==> src/rtl/ranger_pkg.sv <==
// ranger_pkg: shared ranger constants, move codes, state encoding and position field helpers.
package ranger_pkg;
  localparam logic [9:0] UP_BOUND    = 10'd31;
  localparam logic [9:0] DOWN_BOUND  = 10'd510;
  localparam logic [9:0] LEFT_BOUND  = 10'd144;
  localparam logic [9:0] RIGHT_BOUND = 10'd783;
  localparam logic [3:0] MOVE_UP    = 4'b1000;
  localparam logic [3:0] MOVE_DOWN  = 4'b0100;
  localparam logic [3:0] MOVE_LEFT  = 4'b0010;
  localparam logic [3:0] MOVE_RIGHT = 4'b0001;
  localparam logic [3:0] MOVE_NONE  = 4'b0000;
  typedef enum logic [2:0] {
    ST_IDLE   = 3'd0,
    ST_PAT_R  = 3'd1,
    ST_PAT_L  = 3'd2,
    ST_CHASE  = 3'd3,
    ST_RETURN = 3'd4
  } state_t;
  function automatic logic [9:0] pos_h(input logic [19:0] p);
    return p[19:10];
  endfunction
  function automatic logic [9:0] pos_v(input logic [19:0] p);
    return p[9:0];
  endfunction
endpackage

==> src/rtl/step_ticker.sv <==
// step_ticker: one-cycle tick every STEP_DIV enabled cycles; disabling parks the count at 0.
module step_ticker #(
  parameter logic [19:0] STEP_DIV = 20'd416667
) (
  input  logic clk,
  input  logic rst_n,
  input  logic i_enable,
  output logic o_tick
);
  logic [19:0] r_cnt;
  assign o_tick = i_enable && (r_cnt == STEP_DIV - 20'd1);
  always_ff @(posedge clk or negedge rst_n)
    if (!rst_n) r_cnt <= '0;
    else r_cnt <= (!i_enable || o_tick) ? '0 : r_cnt + 20'd1;
endmodule

==> src/rtl/ranger_move_ctrl.sv <==
// ranger_move_ctrl: patrol/chase/return FSM issuing one-cycle one-hot move pulses per step tick.
module ranger_move_ctrl
  import ranger_pkg::*;
#(
  parameter logic [19:0] STEP_DIV     = 20'd416667,
  parameter logic [9:0]  CHASE_RADIUS = 10'd64,
  parameter logic [9:0]  PATROL_SPAN  = 10'd96
) (
  input  logic        clk,
  input  logic        rst_n,
  input  logic        i_enable,
  input  logic [19:0] i_position,
  input  logic [19:0] i_player_pos,
  input  logic [19:0] i_home_pos,
  output logic [3:0]  o_move,
  output logic [2:0]  o_mode
);
  logic              w_tick;
  state_t            r_state, w_next;
  logic [3:0]        r_move, w_raw, w_cmd;
  logic [9:0]        w_h, w_v, w_ph, w_pv, w_hh, w_hv;
  logic signed [10:0] w_dx, w_dy;
  logic [10:0]       w_adx, w_ady, w_d;
  logic signed [11:0] w_hs, w_pat_hi, w_pat_lo;
  logic              w_near, w_far, w_home, w_blocked;

  function automatic logic [3:0] step_toward(input logic [9:0] h, v, th, tv);
    logic signed [10:0] ex, ey;
    logic [10:0] ax, ay;
    ex = $signed({1'b0, th}) - $signed({1'b0, h});
    ey = $signed({1'b0, tv}) - $signed({1'b0, v});
    ax = ex[10] ? -ex : ex;
    ay = ey[10] ? -ey : ey;
    return (ax == '0 && ay == '0) ? MOVE_NONE :
           (ax >= ay) ? (ex[10] ? MOVE_LEFT : MOVE_RIGHT) :
                        (ey[10] ? MOVE_UP : MOVE_DOWN);
  endfunction

  step_ticker #(.STEP_DIV(STEP_DIV)) u_ticker (
    .clk(clk), .rst_n(rst_n), .i_enable(i_enable), .o_tick(w_tick)
  );

  assign w_h  = pos_h(i_position);
  assign w_v  = pos_v(i_position);
  assign w_ph = pos_h(i_player_pos);
  assign w_pv = pos_v(i_player_pos);
  assign w_hh = pos_h(i_home_pos);
  assign w_hv = pos_v(i_home_pos);
  assign w_dx  = $signed({1'b0, w_ph}) - $signed({1'b0, w_h});
  assign w_dy  = $signed({1'b0, w_pv}) - $signed({1'b0, w_v});
  assign w_adx = w_dx[10] ? -w_dx : w_dx;
  assign w_ady = w_dy[10] ? -w_dy : w_dy;
  assign w_d   = (w_adx >= w_ady) ? w_adx : w_ady;
  assign w_near = w_d < {1'b0, CHASE_RADIUS};
  assign w_far  = w_d >= {CHASE_RADIUS, 1'b0};
  assign w_home = (w_h == w_hh) && (w_v == w_hv);
  // Signed 12-bit patrol limits so home near either screen edge never wraps.
  assign w_hs     = $signed({2'b00, w_h});
  assign w_pat_hi = $signed({2'b00, w_hh}) + $signed({2'b00, PATROL_SPAN});
  assign w_pat_lo = $signed({2'b00, w_hh}) - $signed({2'b00, PATROL_SPAN});

  always_ff @(posedge clk or negedge rst_n)
    if (!rst_n) begin
      r_state <= ST_IDLE;
      r_move  <= MOVE_NONE;
    end else begin
      if (w_tick) r_state <= w_next;
      r_move <= w_tick ? w_cmd : MOVE_NONE;
    end

  always_comb begin
    w_next = r_state;
    case (r_state)
      ST_IDLE:   w_next = ST_PAT_R;
      ST_PAT_R:  w_next = w_near ? ST_CHASE : (w_hs >= w_pat_hi || w_h >= RIGHT_BOUND) ? ST_PAT_L : ST_PAT_R;
      ST_PAT_L:  w_next = w_near ? ST_CHASE : (w_hs <= w_pat_lo || w_h <= LEFT_BOUND) ? ST_PAT_R : ST_PAT_L;
      ST_CHASE:  w_next = w_far ? ST_RETURN : ST_CHASE;
      ST_RETURN: w_next = w_near ? ST_CHASE : w_home ? ST_PAT_R : ST_RETURN;
      default:   w_next = ST_IDLE;
    endcase
  end

  // Bound suppression only masks the pulse; the state decision above ignores it.
  always_comb begin
    w_raw = MOVE_NONE;
    case (r_state)
      ST_PAT_R:  w_raw = MOVE_RIGHT;
      ST_PAT_L:  w_raw = MOVE_LEFT;
      ST_CHASE:  w_raw = step_toward(w_h, w_v, w_ph, w_pv);
      ST_RETURN: w_raw = step_toward(w_h, w_v, w_hh, w_hv);
      default:   w_raw = MOVE_NONE;
    endcase
    w_blocked = (w_raw == MOVE_UP && w_v <= UP_BOUND) || (w_raw == MOVE_DOWN && w_v >= DOWN_BOUND) ||
                (w_raw == MOVE_LEFT && w_h <= LEFT_BOUND) || (w_raw == MOVE_RIGHT && w_h >= RIGHT_BOUND);
    w_cmd = w_blocked ? MOVE_NONE : w_raw;
  end

  assign o_move = r_move;
  assign o_mode = r_state;
endmodule

==> config.mk <==
export PLATFORM = sky130hd
export DESIGN_NAME = ranger_move_ctrl
export DESIGN_NICKNAME = d
export VERILOG_FILES = /design/src/rtl/ranger_pkg.sv /design/src/rtl/step_ticker.sv /design/src/rtl/ranger_move_ctrl.sv
export SDC_FILE = /design/constraint.sdc
export NUM_CORES = 1
export LEC_CHECK = 0
export ABC_AREA = 1
export CAP_MARGIN = 25
export CORE_MARGIN = 2
export CORE_UTILIZATION = 54
export CTS_CLUSTER_SIZE = 10
export DETAILED_ROUTE_END_ITERATION = 8
export GPL_TIMING_DRIVEN = 1
export PLACE_DENSITY_LB_ADDON = 0.05
export RECOVER_POWER = 100
export REMOVE_ABC_BUFFERS = 1
export SYNTH_ARGS = -nofsm -noshare
export SYNTH_HDL_FRONTEND = slang
export SYNTH_HIERARCHICAL = 1
export SYNTH_SLANG_ARGS = --single-unit
==> constraint.sdc <==
create_clock -name clk -period 4.84 [get_ports clk]
set_clock_uncertainty 0.1 [all_clocks]
set_input_delay 0.968 -clock clk [delete_from_list [all_inputs] [get_ports clk]]
set_output_delay 0.968 -clock clk [all_outputs]
set_load 0.05 [all_outputs]
==> flow_summary.ini, run 1 <==
[outcome]
status = completed

[power_and_ir_drop]
p_int_w = 0.00101
combinationalPowerShare = 0.776
p_leak_nw = 4.76
portion_of_total_power_attributed_to_the_clock_network = 0.100
sw_frac_of_total = 0.466
total_power_w = 0.00189
power.sequential.fraction = 0.124
p_sw_w = 0.000883
peakVddDrop_v = 0.000227
power_density_nw_per_um2 = 210

[sta]
timing_max_transition_violations_final = 0
fmax_mhz = 219
final.setup.worst_slack_ps = 281
slew-limit-headroom = 0.0619
worstMarginPinSlew_ps = 1410
hold_viol_final = 0
setup_viol = 0
finalWorstPathRequiredPeriod_ps = 4560
layout_worst_path_cycle_share = 0.942

[yosys]
yosysUniqueCellTypes = 47
synth_top_cells_by_area = sky130_fd_sc_hd__ha_1 (16%), sky130_fd_sc_hd__nand2_1 (16%), sky130_fd_sc_hd__inv_1 (11%)
yosys.area.top_type = sky130_fd_sc_hd__ha_1
yosysWarningCount = 6
synth_enable_flop_cells = 0
synthArstFlopShare = 1.00
synth.cell_area_um2 = 6300
synthCells = 1047
yosys_most_used_dff = sky130_fd_sc_hd__dfrtp_1
yosys_register_bits = 27
yosysSeqAreaShare = 0.107
syn-mean-instance-area_um2 = 6.02
netlist.area_leader.share = 0.165

[global_routing]
antenna_violations_before_repair = 0
grt_start_max_net_pins = 28
groute.usage.overall = 0.254
grt_overflow = 0
grt_pass1_wl_mm = 27.7
first_global_vias = 6510

[floorplan]
die_outline_width_um = 112
core_area_um2 = 11400
io_pins = 70
row_count = 39
vertical_die_dimension_um = 112
area_enclosed_by_the_die_boundary_um2 = 12600
initial_core_util = 0.552

[clocking]
h_tree_level_count = 1
num_cts_buffers = 3
clock_sinks = 27
clockBufferDepth = 2
root_buffer = sky130_fd_sc_hd__clkbuf_16
clock_tree_from_tritoncts = done
cts.reportedPaths.clkPinSlew_ps = 70
clk_latency_ps = 260

[routing]
drt_first_iter_violations = 326
wire_per_inst_um = 12.2
totalWireLength_mm = 17.1
firstDrtPassIters = 5
viasPerCell = 5.08
drc_errors = 0
ant_nets = 0
dr_total_vias = 7116

[layout]
layout-drive-gt1-share = 0.286
antenna_cells = 0
fin_nets = 1409
syn2layout_area_growth_pct = 43.1
filler_cell_count = 913
layoutNonFillerInstCount = 1401

[setup_path]
regToRegEndpoint = u_ticker/r_cnt[13]$_DFF_PN0_
startpoint = i_position[18]
timing.critical_path.to = o_move[3]$_DFF_PN0_
critical_path.endpoint_type = flip-flop
worstRegToRegCells = 7
critPathLaunchType = input pin
worst_r2r_startpoint = u_ticker/r_cnt[0]$_DFF_PN0_
ff2ff_setup_slack_ps = 2770
worst_path_max_delay_cell = sky130_fd_sc_hd__clkdlybuf4s50_1
setup.worst_path.class = in2reg
critPathMostFrequentCell = sky130_fd_sc_hd__nand2_1
cp_data_required_time_ps = 4890
crit_path_max_incr_delay_ps = 490
worst_ep_arrival_time_ps = 4610
timing.critical_path.fanout_max = 9

[place]
dpl.cell_count = 1382
dpl.hpwl_mm = 13.7
preCtsSetupSlack_ps = -298
port-buffer-count = 69
routabilityCongestion = 0.937

[worst_hold_path]
hold_path.class = reg2reg

[run]
timing.max_cap.violations = 0
-- sequential cells by signal, summed over array words and instances (netlist names) --
name / count
u_ticker/r_cnt: 20
o_move: 4
o_mode: 3
-- repair_timing --
action,4_1_cts,5_1_grt
gates resized for setup,3,173
pin swaps,0,67
hold buffers,0,0
cloned,0,0
buffers inserted,0,15
setup endpoints to repair,7,7
-- worst max-delay path: cells and delay by family --
family / cells / cell delay (ps)
fa+ha+maj: 2 / 630
buf+inv: 6 / 1000
compound gates: 3 / 430
simple gates: 18 / 1600
-- stage by stage --
| step | area (um^2) | TNS (ps) | utilization | hold WS [ps] |
|---|---|---|---|---|
| after detailed placement | 8090 | -1820 | 0.708 | 429 |
| after floorplan | 6240 | 0 | - | 400 |
| final | 9020 | 0 | 0.790 | 443 |
| after global routing | 9020 | -200 | 0.790 | 486 |
| after global placement | 8090 | -1250 | 0.708 | 427 |
| after CTS | 8190 | 0 | 0.717 | 441 |
-- synth_stat cells, types with 2 or more instances --
| cell type | count |
|---|---|
| sky130_fd_sc_hd__nand3b_1 | 4 |
| sky130_fd_sc_hd__a21oi_1 | 41 |
| sky130_fd_sc_hd__o21ai_0 | 26 |
| sky130_fd_sc_hd__nand2_2 | 21 |
| sky130_fd_sc_hd__nor3_1 | 27 |
| sky130_fd_sc_hd__o21bai_1 | 6 |
| sky130_fd_sc_hd__a211oi_1 | 2 |
| sky130_fd_sc_hd__nor2_1 | 106 |
| sky130_fd_sc_hd__nor2_2 | 18 |
| sky130_fd_sc_hd__buf_4 | 3 |
| sky130_fd_sc_hd__xnor2_1 | 7 |
| sky130_fd_sc_hd__nand3_1 | 72 |
| sky130_fd_sc_hd__inv_2 | 10 |
| sky130_fd_sc_hd__xor2_2 | 3 |
| sky130_fd_sc_hd__nand2_1 | 272 |
| sky130_fd_sc_hd__ha_1 | 83 |
| sky130_fd_sc_hd__nand3_2 | 8 |
| sky130_fd_sc_hd__nor2_4 | 4 |
| sky130_fd_sc_hd__a21oi_2 | 4 |
| sky130_fd_sc_hd__xor2_4 | 2 |
| sky130_fd_sc_hd__inv_1 | 186 |
| sky130_fd_sc_hd__a21oi_4 | 2 |
| sky130_fd_sc_hd__nor4_1 | 6 |
| sky130_fd_sc_hd__fa_1 | 4 |
| sky130_fd_sc_hd__o21ai_1 | 8 |
| sky130_fd_sc_hd__a31oi_1 | 2 |
| sky130_fd_sc_hd__xor2_1 | 34 |
| sky130_fd_sc_hd__a21o_1 | 3 |
| sky130_fd_sc_hd__dfrtp_1 | 27 |
| sky130_fd_sc_hd__nand4_1 | 34 |
| sky130_fd_sc_hd__nand2_4 | 4 |
| sky130_fd_sc_hd__or2_1 | 3 |
-- cells in the final DEF (no fill, tap or decap), types with 7 or more instances in the layout --
cell type	Yosys	layout
sky130_fd_sc_hd__a21oi_1	41	29
sky130_fd_sc_hd__a21oi_2	4	15
sky130_fd_sc_hd__buf_4	3	140
sky130_fd_sc_hd__clkdlybuf4s50_1	0	45
sky130_fd_sc_hd__dfrtp_1	27	27
sky130_fd_sc_hd__dlygate4sd3_1	0	9
sky130_fd_sc_hd__dlymetal6s2s_1	0	15
sky130_fd_sc_hd__ha_1	83	53
sky130_fd_sc_hd__ha_4	0	27
sky130_fd_sc_hd__inv_1	186	166
sky130_fd_sc_hd__inv_2	10	29
sky130_fd_sc_hd__nand2_1	272	245
sky130_fd_sc_hd__nand2_2	21	47
sky130_fd_sc_hd__nand3_1	72	66
sky130_fd_sc_hd__nand3_2	8	14
sky130_fd_sc_hd__nand4_1	34	34
sky130_fd_sc_hd__nor2_1	106	90
sky130_fd_sc_hd__nor2_2	18	33
sky130_fd_sc_hd__nor3_1	27	20
sky130_fd_sc_hd__o21ai_0	26	19
sky130_fd_sc_hd__o21ai_1	8	10
sky130_fd_sc_hd__xnor2_1	7	7
sky130_fd_sc_hd__xor2_1	34	30
sky130_fd_sc_hd__xor2_2	3	7
-- how the worst min path moves through the flow --
stage,endpoint,from,cells after the start,slack [ps]
floorplan,u_ticker/r_cnt[18]$_DFF_PN0_,u_ticker/r_cnt[18]$_DFF_PN0_,2,400
global placement,u_ticker/r_cnt[19]$_DFF_PN0_,u_ticker/r_cnt[19]$_DFF_PN0_,3,430
global route,u_ticker/r_cnt[0]$_DFF_PN0_,u_ticker/r_cnt[0]$_DFF_PN0_,1,490
CTS,u_ticker/r_cnt[19]$_DFF_PN0_,u_ticker/r_cnt[19]$_DFF_PN0_,3,440
finish,u_ticker/r_cnt[19]$_DFF_PN0_,u_ticker/r_cnt[19]$_DFF_PN0_,3,440
detailed placement,u_ticker/r_cnt[19]$_DFF_PN0_,u_ticker/r_cnt[19]$_DFF_PN0_,3,430
-- per-layer routing --
layer	wire, um	vias to the layer above	global-route usage
li1	-	3769	-
met5	0	-	0
met3	435	18	0.00810
met1	7990	3215	0.354
met4	203	0	0.0285
met2	8460	114	0.456
-- layout make-up --
class / count / area (um^2) / share of cell area
multi-input cells: 815 / 5490 / 0.609
repair buffers: 214 / 1840 / 0.204
inverters: 198 / 752 / 0.0833
flip-flops and latches: 27 / 676 / 0.0749
well taps: 143 / 179 / 0.0198
clock buffers: 3 / 75.1 / 0.00832
clock inverters: 1 / 7.51 / 0.000832
-- cells by family (layout without fill, tap and decap cells) --
kind of cell             count (synthesis)  after routing  share of synthesized area
XOR/XNOR                                46             46                     0.0734
AND/OR/NAND/NOR                        582            582                      0.420
adder cells (fa/ha/maj)                 87             87                      0.177
AO/OA/AOI/OAI                          100            100                     0.0935
flip-flops                              27             27                      0.107
buffers and inverters                  205            416                      0.128
-- power groups by stage --
stage / sequential (W) / combinational (W) / clock [W]
6_report: 0.000236 / 0.00147 / 0.000189
5_1_grt: 0.000237 / 0.00164 / 0.000203
4_1_cts: 0.000236 / 0.00124 / 0.000191
3_5_place_dp: 0.000240 / 0.00123 / 0
3_3_place_gp: 0.000240 / 0.00121 / 0
2_1_floorplan: 0.000246 / 0.000770 / 0
(Power assumes the default switching activity.)
==> run 2, diff against run 1 <==
--- a/config.mk
+++ b/config.mk
@@ -19,3 +19,4 @@
 export SYNTH_HDL_FRONTEND = slang
 export SYNTH_HIERARCHICAL = 1
 export SYNTH_SLANG_ARGS = --single-unit
+export TNS_END_PERCENT = 5
==> results of run 2 <==
Same layout as run 1: the final DEF is identical, and so are final timing and power.
